## src/rtl/dbg_bridge_pkg.sv

```systemverilog
// Shared constants and state encoding for the UART debug-to-memory-bus bridge.
package dbg_bridge_pkg;

    localparam logic [7:0] OP_WRITE = 8'h01;
    localparam logic [7:0] OP_READ  = 8'h02;

    localparam logic [7:0] RSP_ACK  = 8'hA5;
    localparam logic [7:0] RSP_ERR  = 8'hEE;

    typedef enum logic [2:0] {
        ST_IDLE,
        ST_ADDR,
        ST_DATA,
        ST_REQ,
        ST_BUS,
        ST_RESP
    } state_t;

    function automatic logic is_opcode(input logic [7:0] b);
        return (b == OP_WRITE) || (b == OP_READ);
    endfunction

endpackage

```

## src/rtl/dbg_bus_bridge_if.sv

```systemverilog
// Byte-stream, arbiter and valid/ready memory-bus signals of the debug bridge.
interface dbg_bus_bridge_if;

    logic        rx_valid;
    logic [7:0]  rx_data;
    logic        rx_ready;

    logic        tx_valid;
    logic [7:0]  tx_data;
    logic        tx_ready;

    logic        bus_req;
    logic        bus_gnt;

    logic        mem_valid;
    logic [31:0] mem_addr;
    logic [31:0] mem_wdata;
    logic [3:0]  mem_wstrb;
    logic        mem_ready;
    logic [31:0] mem_rdata;

    logic        busy;

    // Bridge side.
    modport master (
        input  rx_valid, rx_data, tx_ready, bus_gnt, mem_ready, mem_rdata,
        output rx_ready, tx_valid, tx_data, bus_req, mem_valid,
               mem_addr, mem_wdata, mem_wstrb, busy
    );

    // UART, arbiter and memory responder side.
    modport slave (
        output rx_valid, rx_data, tx_ready, bus_gnt, mem_ready, mem_rdata,
        input  rx_ready, tx_valid, tx_data, bus_req, mem_valid,
               mem_addr, mem_wdata, mem_wstrb, busy
    );

endinterface

```

## src/rtl/dbg_bridge_timeout.sv

```systemverilog
// Saturating elapsed-cycle counter: start loads 1 (the start cycle counts),
// en advances it, hit flags that LIMIT cycles have elapsed.
module dbg_bridge_timeout #(
    parameter int LIMIT = 1024
) (
    input  logic clk,
    input  logic rst,
    input  logic start,
    input  logic en,
    output logic hit
);

    localparam int             W       = (LIMIT < 2) ? 1 : $clog2(LIMIT + 1);
    localparam logic [W-1:0]   LIMIT_V = W'(LIMIT);

    logic [W-1:0] cnt;

    // NOTE: sequential state uses non-blocking assignments so every flop samples pre-edge values.
    always_ff @(posedge clk or posedge rst) begin
        if (rst) begin
            cnt <= '0;
        end else if (start) begin
            cnt <= W'(1);
        end else if (en && (cnt != LIMIT_V)) begin
            cnt <= cnt + 1'b1;
        end
    end

    assign hit = (cnt == LIMIT_V);

endmodule

```

## src/rtl/dbg_bus_bridge.sv

```systemverilog
// Debug command parser that turns UART byte commands into single-word
// transactions on the shared memory bus and streams back ACK/data/ERR bytes.
module dbg_bus_bridge
    import dbg_bridge_pkg::*;
#(
    parameter int BUS_TIMEOUT  = 1024,
    parameter int IDLE_TIMEOUT = 100000
) (
    input  logic              clk,
    input  logic              rst,
    dbg_bus_bridge_if.master  bus
);

    state_t      state, state_nxt;

    logic        op_is_write;
    logic [1:0]  byte_cnt;
    logic [31:0] addr;
    logic [31:0] wdata;
    logic [31:0] rdata;
    logic        rsp_err;
    logic        rsp_rd;
    logic [2:0]  rsp_idx;
    logic [2:0]  rsp_last;
    logic [7:0]  rsp_byte;

    logic        rx_open;
    logic        rx_fire;
    logic        last_byte;
    logic        bus_hit;
    logic        idle_hit;

    assign rx_open   = (state == ST_IDLE) || (state == ST_ADDR) || (state == ST_DATA);
    assign rx_fire   = bus.rx_valid && rx_open;
    assign last_byte = (byte_cnt == 2'd3);

    assign bus.rx_ready  = rx_open;
    assign bus.busy      = (state != ST_IDLE);
    assign bus.mem_addr  = addr;
    assign bus.mem_wdata = wdata;
    assign bus.mem_wstrb = op_is_write ? 4'hF : 4'h0;

    // Bus timer measures cycles spent with mem_valid high.
    dbg_bridge_timeout #(.LIMIT(BUS_TIMEOUT)) u_bus_timer (
        .clk   (clk),
        .rst   (rst),
        .start (state == ST_REQ && bus.bus_gnt),
        .en    (state == ST_BUS),
        .hit   (bus_hit)
    );

    // Idle timer measures the gap since the last accepted command byte.
    dbg_bridge_timeout #(.LIMIT(IDLE_TIMEOUT)) u_idle_timer (
        .clk   (clk),
        .rst   (rst),
        .start (rx_fire),
        .en    (state == ST_ADDR || state == ST_DATA),
        .hit   (idle_hit)
    );

    always_ff @(posedge clk or posedge rst) begin
        if (rst) begin
            state <= ST_IDLE;
        end else begin
            state <= state_nxt;
        end
    end

    assign rsp_last = rsp_rd ? 3'd4 : 3'd0;

    always_comb begin
        case (rsp_idx)
            3'd0:    rsp_byte = rsp_err ? RSP_ERR : RSP_ACK;
            3'd1:    rsp_byte = rdata[31:24];
            3'd2:    rsp_byte = rdata[23:16];
            3'd3:    rsp_byte = rdata[15:8];
            default: rsp_byte = rdata[7:0];
        endcase
    end

    // NOTE: every signal written here gets a default first so no latch is inferred.
    always_comb begin
        state_nxt     = state;
        bus.tx_valid  = 1'b0;
        bus.tx_data   = 8'h00;
        bus.bus_req   = 1'b0;
        bus.mem_valid = 1'b0;

        case (state)
            ST_IDLE: begin
                if (rx_fire) begin
                    state_nxt = is_opcode(bus.rx_data) ? ST_ADDR : ST_RESP;
                end
            end
            ST_ADDR: begin
                if (rx_fire) begin
                    if (last_byte) begin
                        if (bus.rx_data[1:0] != 2'b00) begin
                            state_nxt = ST_RESP;
                        end else begin
                            state_nxt = op_is_write ? ST_DATA : ST_REQ;
                        end
                    end
                end else if (idle_hit) begin
                    state_nxt = ST_IDLE;
                end
            end
            ST_DATA: begin
                if (rx_fire) begin
                    if (last_byte) begin
                        state_nxt = ST_REQ;
                    end
                end else if (idle_hit) begin
                    state_nxt = ST_IDLE;
                end
            end
            ST_REQ: begin
                bus.bus_req = 1'b1;
                if (bus.bus_gnt) begin
                    state_nxt = ST_BUS;
                end
            end
            ST_BUS: begin
                // Grant loss is deliberately ignored once the transaction is on the bus.
                bus.bus_req   = 1'b1;
                bus.mem_valid = 1'b1;
                if (bus.mem_ready || bus_hit) begin
                    state_nxt = ST_RESP;
                end
            end
            ST_RESP: begin
                bus.tx_valid = 1'b1;
                bus.tx_data  = rsp_byte;
                if (bus.tx_ready && (rsp_idx == rsp_last)) begin
                    state_nxt = ST_IDLE;
                end
            end
            default: begin
                state_nxt = ST_IDLE;
            end
        endcase
    end

    always_ff @(posedge clk or posedge rst) begin
        if (rst) begin
            op_is_write <= 1'b0;
            byte_cnt    <= 2'd0;
            addr        <= 32'h0;
            wdata       <= 32'h0;
            rdata       <= 32'h0;
            rsp_err     <= 1'b0;
            rsp_rd      <= 1'b0;
            rsp_idx     <= 3'd0;
        end else begin
            case (state)
                ST_IDLE: begin
                    if (rx_fire) begin
                        op_is_write <= (bus.rx_data == OP_WRITE);
                        byte_cnt    <= 2'd0;
                        rsp_idx     <= 3'd0;
                        rsp_err     <= !is_opcode(bus.rx_data);
                        rsp_rd      <= 1'b0;
                    end
                end
                ST_ADDR: begin
                    if (rx_fire) begin
                        addr     <= {addr[23:0], bus.rx_data};
                        byte_cnt <= byte_cnt + 2'd1;
                        if (last_byte && (bus.rx_data[1:0] != 2'b00)) begin
                            rsp_err <= 1'b1;
                        end
                    end
                end
                ST_DATA: begin
                    if (rx_fire) begin
                        wdata    <= {wdata[23:0], bus.rx_data};
                        byte_cnt <= byte_cnt + 2'd1;
                    end
                end
                ST_BUS: begin
                    if (bus.mem_ready) begin
                        rdata  <= bus.mem_rdata;
                        rsp_rd <= !op_is_write;
                    end else if (bus_hit) begin
                        rsp_err <= 1'b1;
                    end
                end
                ST_RESP: begin
                    if (bus.tx_ready && (rsp_idx != rsp_last)) begin
                        rsp_idx <= rsp_idx + 3'd1;
                    end
                end
                default: begin
                end
            endcase
        end
    end

endmodule

```

## src/flat_wrapper.sv

```systemverilog
// flat-port wrapper written by rule: the top's interface ports become plain ports
module dbg_bus_bridge_flat import dbg_bridge_pkg::*;
#(
    parameter int BUS_TIMEOUT  = 1024,
    parameter int IDLE_TIMEOUT = 100000
)
  (clk, rst, bus_rx_valid, bus_rx_data, bus_tx_ready, bus_bus_gnt, bus_mem_ready, bus_mem_rdata, bus_rx_ready, bus_tx_valid, bus_tx_data, bus_bus_req, bus_mem_valid, bus_mem_addr, bus_mem_wdata, bus_mem_wstrb, bus_busy);
  dbg_bus_bridge_if bus_i ();
  input  logic clk;
  input  logic rst;
  input wire logic [$bits(bus_i.rx_valid)-1:0] bus_rx_valid;
  input wire logic [$bits(bus_i.rx_data)-1:0] bus_rx_data;
  input wire logic [$bits(bus_i.tx_ready)-1:0] bus_tx_ready;
  input wire logic [$bits(bus_i.bus_gnt)-1:0] bus_bus_gnt;
  input wire logic [$bits(bus_i.mem_ready)-1:0] bus_mem_ready;
  input wire logic [$bits(bus_i.mem_rdata)-1:0] bus_mem_rdata;
  output wire logic [$bits(bus_i.rx_ready)-1:0] bus_rx_ready;
  output wire logic [$bits(bus_i.tx_valid)-1:0] bus_tx_valid;
  output wire logic [$bits(bus_i.tx_data)-1:0] bus_tx_data;
  output wire logic [$bits(bus_i.bus_req)-1:0] bus_bus_req;
  output wire logic [$bits(bus_i.mem_valid)-1:0] bus_mem_valid;
  output wire logic [$bits(bus_i.mem_addr)-1:0] bus_mem_addr;
  output wire logic [$bits(bus_i.mem_wdata)-1:0] bus_mem_wdata;
  output wire logic [$bits(bus_i.mem_wstrb)-1:0] bus_mem_wstrb;
  output wire logic [$bits(bus_i.busy)-1:0] bus_busy;
  assign bus_i.rx_valid = bus_rx_valid;
  assign bus_i.rx_data = bus_rx_data;
  assign bus_i.tx_ready = bus_tx_ready;
  assign bus_i.bus_gnt = bus_bus_gnt;
  assign bus_i.mem_ready = bus_mem_ready;
  assign bus_i.mem_rdata = bus_mem_rdata;
  assign bus_rx_ready = bus_i.rx_ready;
  assign bus_tx_valid = bus_i.tx_valid;
  assign bus_tx_data = bus_i.tx_data;
  assign bus_bus_req = bus_i.bus_req;
  assign bus_mem_valid = bus_i.mem_valid;
  assign bus_mem_addr = bus_i.mem_addr;
  assign bus_mem_wdata = bus_i.mem_wdata;
  assign bus_mem_wstrb = bus_i.mem_wstrb;
  assign bus_busy = bus_i.busy;
  dbg_bus_bridge #(.BUS_TIMEOUT(BUS_TIMEOUT), .IDLE_TIMEOUT(IDLE_TIMEOUT)) u_core (.clk(clk), .rst(rst), .bus(bus_i));
endmodule
```

## config.mk

```make
export PLATFORM = sky130hd
export DESIGN_NAME = dbg_bus_bridge_flat
export DESIGN_NICKNAME = d
export VERILOG_FILES = /design/src/rtl/dbg_bridge_pkg.sv /design/src/rtl/dbg_bus_bridge_if.sv /design/src/rtl/dbg_bridge_timeout.sv /design/src/rtl/dbg_bus_bridge.sv /design/src/flat_wrapper.sv
export SDC_FILE = /design/constraint.sdc
export NUM_CORES = 1
export LEC_CHECK = 0
export CORE_ASPECT_RATIO = 1.4
export CORE_MARGIN = 8
export CORE_UTILIZATION = 47
export DETAILED_ROUTE_END_ITERATION = 7
export PLACE_DENSITY = 0.76
export SLEW_MARGIN = 40
export SYNTH_ARGS = -nofsm -noshare
export SYNTH_HDL_FRONTEND = slang
export SYNTH_SLANG_ARGS = --single-unit
export TNS_END_PERCENT = 5
```

## constraint.sdc

```tcl
create_clock -name clk -period 4.1 [get_ports clk]
set_input_delay 0.82 -clock clk [delete_from_list [all_inputs] [get_ports clk]]
set_output_delay 0.82 -clock clk [all_outputs]
set_load 0.05 [all_outputs]
```

== Word-level counts from Yosys, hierarchy flattened ==
Cells that the tools add are included.

* Register bits after elaboration: 135
* Latch bits: 0
* Memory bits (writable): 0
* Memory bits (read-only): 0
* Input bits: 46
* Output and inout port bits: 81
* Word-level logic and storage cells: 120
* Memories kept: 0

* Add/subtract/negate cells: 4
* Multiply operators: 0
* Divide/modulo/power cells: 0
* Order comparisons: 0
* Eq/ne operators: 30
* Shifts and indexed selects: 0
* Mux-type cells: 40
* Bitwise gates (word level): 0
* Reduce and logical (&&, ||, !) cells: 35

{| class="wikitable"
|+ Operators by type and width
! operator !! number
|-
| $mux W3 || 14
|-
| $mux W17 || 2
|-
| $pmux W8 S4 || 1
|-
| $mux W11 || 2
|-
| $pmux W3 S6 || 1
|-
| $add A17 B1 Y17 const B || 1
|-
| $eq A17 B17 Y1 const B || 1
|-
| $ne A17 B17 Y1 const B || 1
|-
| $ne A2 B1 Y1 const B || 7
|-
| $eq A3 B2 Y1 const B || 4
|-
| $reduce_and A6 Y1 || 2
|-
| $reduce_bool A2 Y1 || 6
|-
| $add A11 B1 Y11 const B || 1
|-
| $eq A11 B11 Y1 const B || 1
|-
| $mux W1 || 11
|-
| $ne A11 B11 Y1 const B || 1
|-
| $reduce_and A3 Y1 || 3
|-
| $eq A8 B1 Y1 const B || 1
|-
| $eq A8 B2 Y1 const B || 1
|-
| $mux W8 || 1
|-
| $ne A2 B2 Y1 const B || 4
|-
| $reduce_and A2 Y1 || 4
|-
| $logic_and A1 B1 Y1 || 7
|-
| $mux W7 || 1
|-
| other kinds (19) || 31
|}

== Longest topological paths before layout ==
* Depth after elaboration: 6
* Gate-level depth with buffers: 8
* Depth with buffers taken out: 7

== Hierarchy ==
From an unflattened synthesis, not the netlist that was laid out.

* Cell total of the unflattened synthesis: 525
* Area, all modules: 6391.1 µm²

{| class="wikitable"
|+ By module, submodules not included
! module !! times used !! cells an instance !! area an instance (µm²) !! sequential area each (µm²)
|-
| dbg_bus_bridge || 1 || 364 || 4827.1 || 2677.6
|-
| dbg_bridge_timeout (u_core.u_idle_timer) || 1 || 95 || 942.2 || 425.4
|-
| dbg_bridge_timeout (u_core.u_bus_timer) || 1 || 66 || 621.8 || 275.3
|}

== Least setup slack after synthesis ==
Ideal clock, no wire load.

* Path kind: register -> output
* From: register u_core.state[2]
* To: output port bus_tx_data[1]
* Arrival time: 2.416 ns
* Data required time: 3.280 ns
* Setup slack: 0.864 ns
* Stages on the path, launching flop included: 8
* Path buffers: 2
* Cell sequence: dfrtp_1 > buf_2 > inv_1 > or2_2 > clkbuf_1 > inv_1 > o21ai_0 > a21oi_1

* Longest elaborated chain between the ends: 2

{| class="wikitable"
|+ RTL lines
! element !! line !! source
|-
| from (decl) || dbg_bus_bridge.sv:14 || <nowiki>state_t state, state_nxt;</nowiki>
|-
| from (signal assigned) || dbg_bus_bridge.sv:65 || <nowiki>state <= state_nxt;</nowiki>
|-
| $eq A3 B3 Y1 || dbg_bus_bridge.sv:89 || <nowiki>case (state)</nowiki>
|-
| $mux W8 || dbg_bus_bridge.sv:89 ||
|-
| to (decl) || flat_wrapper.sv:19 || <nowiki>output wire logic [$bits(bus_i.tx_data)-1:0] bus_tx_data;</nowiki>
|}

Every way passes these cells.

== Final worst setup path ==
* From: register u_core.rsp_idx[0]
* To: output port bus_tx_data[0]

* Longest elaborated chain between the ends: 3
* Elaborated cells between the ends (all ways): 6
* Classes of those cells: 3 x eq/ne; 2 x mux; 1 x reduce/logical

{| class="wikitable"
|+ RTL lines
! element !! line !! source
|-
| from (decl) || dbg_bus_bridge.sv:23 || <nowiki>logic [2:0] rsp_idx;</nowiki>
|-
| from (signal assigned) || dbg_bus_bridge.sv:190 || <nowiki>rsp_idx <= rsp_idx + 3'd1;</nowiki>
|-
| $eq A3 B2 Y1 (tied with other cells) || dbg_bus_bridge.sv:72 || <nowiki>case (rsp_idx)</nowiki>
|-
| $pmux W8 S4 (*) || dbg_bus_bridge.sv:72 ||
|-
| $mux W8 (*) || dbg_bus_bridge.sv:89 ||
|}

Every way passes the cells marked *; elsewhere a longest branch is shown, timed or not.

==> metrics.md <==
| Metric | Value |
|---|---|
| Max Slew Vio Count | `0` |
| Gpl congestion | `between 0.8 and 0.9` |
| Final Power | `approximately 6.4 mW` |
| Distinct cells, synth | `55` |
| DP Cell Count | `between 800 and 900` |
| #FFs+latches synth | `about 140` |
| M1 GR Usage | `around a fifth` |
| Synth Instances | `slightly above 500` |
| Leading area contributor after synthesis | `dfrtp_1` |
| Antenna Nets Post-Route | `0` |
| Post-CTS Hold Buffers | `0` |
| Crit path cell chain | `inv_1 -> ha_1 -> nor3_1 -> nor2_1 -> nor2_1 -> a211oi_1 -> nor3_1 -> clkdlybuf4s50_1` |
| WP depth | `8` |
| Top delay family on crit path | `buffers and inverters` |
| Post-Syn Area | `6280 sq um` |
| Largest stage delay, worst path | `approximately 0.86 ns` |
| Setup total negative slack | `0 ns` |
| Initial antenna violation count | `0` |
| HPWL Detailed | `around 11,000 microns` |
| Core ar. | `~13,000 sq um` |
| Total CTS buffers | `17` |
| Arr. time, crit path | `roughly 3 ns` |
| Syn Nets | `about 570` |
| Critical Setup Path Class | `flop to output pin` |
| Num ports | `127` |
| Post-synth top area share | `between 50 and 60%` |
| Row cnt | `50` |
| H-tree levels | `4` |
| Drt first pass iters | `5` |
| FFs w/ async S/R, synth | `between 90% and 100%` |
| Non-Filler Instances | `836` |
| Layout net count | `697` |
| Die W | `about 110 microns` |
| CP bufs+invs | `2` |
| Power Density | `775 nW/um^2` |
| Crit path max-delay cell type | `clkdlybuf4s50_1` |
| Via count of the first global-routing pass | `roughly 5,100` |
| Global-route track usage on met2 | `between 30 and 40%` |
| Final min period | `around 3.8 ns` |
| Clock sinks | `between 100 and 150` |
| Top_reg_cell synth | `dfrtp_1` |
| TritonCTS clock tree | `yes` |
| PortBufs | `126` |
| Status | `finished clean` |
| Largest net degree at the start of global routing | `between 80 and 90` |
| Fin crit share | `between 90% and 100%` |
| Final core occ | `62.8%` |
| CP required | `roughly 3.3 ns` |
| Crit-path max FO | `6` |
| Total GRT Usage | `18.1%` |
| Hold-critical path depth | `2` |
| Resize count post-CTS | `0` |
| Final clock skew | `0.0115 ns` |
| Vias | `approximately 4,600` |
| Die Area | `roughly 17,000 sq um` |
| Mapped Avg Cell Area | `12.2 sq um` |
| Max VDD drop | `~580 uV` |
| # diodes | `0` |
| Overflow after GRT | `0` |
| Yosys warns | `0` |
| Vias per cell | `5.51` |
| Leak | `3.55 nW` |
| Count leader, synth | `dfrtp_1` |
| Worst-Margin Slew | `roughly 0.62 ns` |
| # setup viols final | `0` |
| Clock transition at path regs | `~0.060 ns` |
| Area contributors post-synth | `dfrtp_1 (54%), mux2_2 (17%), nor2_1 (2.7%)` |
| Register area share after synthesis | `between 50% and 60%` |
| Clock Latency Late Sink | `0.41 ns` |
| Met3 Use GR | `about 5.8%` |
| Worst r2r path cells | `5` |
| Initial core utilization | `between 40% and 50%` |
| Clk Tree Root Cell | `clkbuf_16` |
| Hold_ws | `0.474 ns` |
| Most frequent cells after synthesis | `dfrtp_1 (135), mux2_2 (95), nor2_1 (45), nand2_1 (26), o21ai_0 (15)` |
| Worst hold path type | `flop to flop` |
| Layout cells sized above 1 | `a little under a quarter` |
| EDFF count, synth | `0` |
| WL per Instance | `~18 microns` |
| Gr busiest metal | `met2` |
| Fmax | `between 0.2 and 0.3 GHz` |
| First-pass GRT wire length | `approximately 25,000 microns` |
| Worst setup SP type | `flop` |
| Synth-to-layout area growth | `31.9%` |
| Clk buf depth | `2` |
| Critical Path Sink Type | `output pin` |
| Die span in y | `between 150 and 200 microns` |
| Unrepaired setup endpoints after global routing | `false` |
| Post-CTS Setup Bufs | `0` |
| Max Cap Viol | `0` |
| Final hold viol count | `0` |
| Iter 0 DRT Violations | `381` |
| Total Wirelength | `around 15,000 microns` |
| DR DRC count | `0` |
| Relative slew slack | `58.3%` |
cell type report:
class / count / area, sq um
fillers: 996 / 4910
clock buffers: 17 / 425
repair buffers: 133 / 1330
inverters: 15 / 60.1
multi-input cells: 339 / 2690
flip-flops and latches: 135 / 3380
clock inverters: 15 / 175
well taps: 182 / 228
where the power goes:
part | switching, mW | total [mW] | internal [mW]
logic | 1.72 | 2.80 | 1.09
clock network | 0.674 | 1.50 | 0.826
registers | 0.359 | 2.12 | 1.76
path summary, 6_finish.rpt:
kind	from	slack, ns	endpoint
worst min-delay path	u_core.byte_cnt[1]	0.47	u_core.byte_cnt[1]
worst max-delay path	u_core.rsp_idx[0]	0.27	bus_tx_data[0]
worst max register to register	u_core.state[0]	1.88	u_core.u_idle_timer.cnt[5]
worst min register to register	u_core.byte_cnt[1]	0.47	u_core.byte_cnt[1]
max in group asynchronous	rst	2.45	u_core.bus.mem_wdata[16]
min in group asynchronous	rst	0.82	u_core.rdata[25]
worst reg2reg max path: stages, from the launching register on:
cell      delay [ns]
dfrtp_1         0.61
nand2b_1        0.36
a21oi_2         0.39
nand3_2         0.20
or4_1           0.50
o21ai_0         0.09
routing by layer:
metal	share of wire, %	vias up
li1	-	2101
met2	53	166
met4	2.0	0
met1	38	2320
met3	6.8	23
met5	0	-
per-stage QoR:
step	worst slack (ns)	area (sq um)
floorplan	0.864	6290
global placement	0.836	7690
detailed placement	0.747	7690
CTS	0.280	8290
global route	0.0833	8290
finish	0.267	8290
placed cells by master (no fill, tap or decap), drive strengths merged, types with 4 or more instances in the layout:
master and instances:
dfrtp 135, clkdlybuf4s50 126, mux2 97, nor2 45, nand2 26, inv 24, clkbuf 17, o21ai 15
a21oi 15, nand4 12, xor2 11, xnor2 11, ha 10, nand3 10, nor3 8, a222oi 8
buf 7, nor4 7, or4 5, nor2b 4, and3 4, a21o 4, or2 4, a221o 4
clkinv 4, nand2b 4
sequential cells by signal, indices dropped and copies added (netlist names), 2 cells and up:
| signal | flops |
|---|---|
| u_core.u_idle_timer.cnt | 17 |
| u_core.byte_cnt | 2 |
| u_core.rdata | 32 |
| u_core.u_bus_timer.cnt | 11 |
| u_core.state | 3 |
| u_core.rsp_idx | 3 |
| u_core.bus.mem_wdata | 32 |
| u_core.bus.mem_addr | 32 |
cells by family (layout without fill, tap and decap cells):
family	after synthesis	after routing	synth area share (%)
AND/OR/NAND/NOR	145	145	12.7
flip-flops	135	135	53.8
multiplexers	98	98	17.5
AO/OA/AOI/OAI	64	64	7.49
buffers and inverters	41	180	3.46
XOR/XNOR	22	22	3.07
adder cells (fa/ha/maj)	10	10	1.99
No activity file was read; power rests on OpenSTA's default activity.
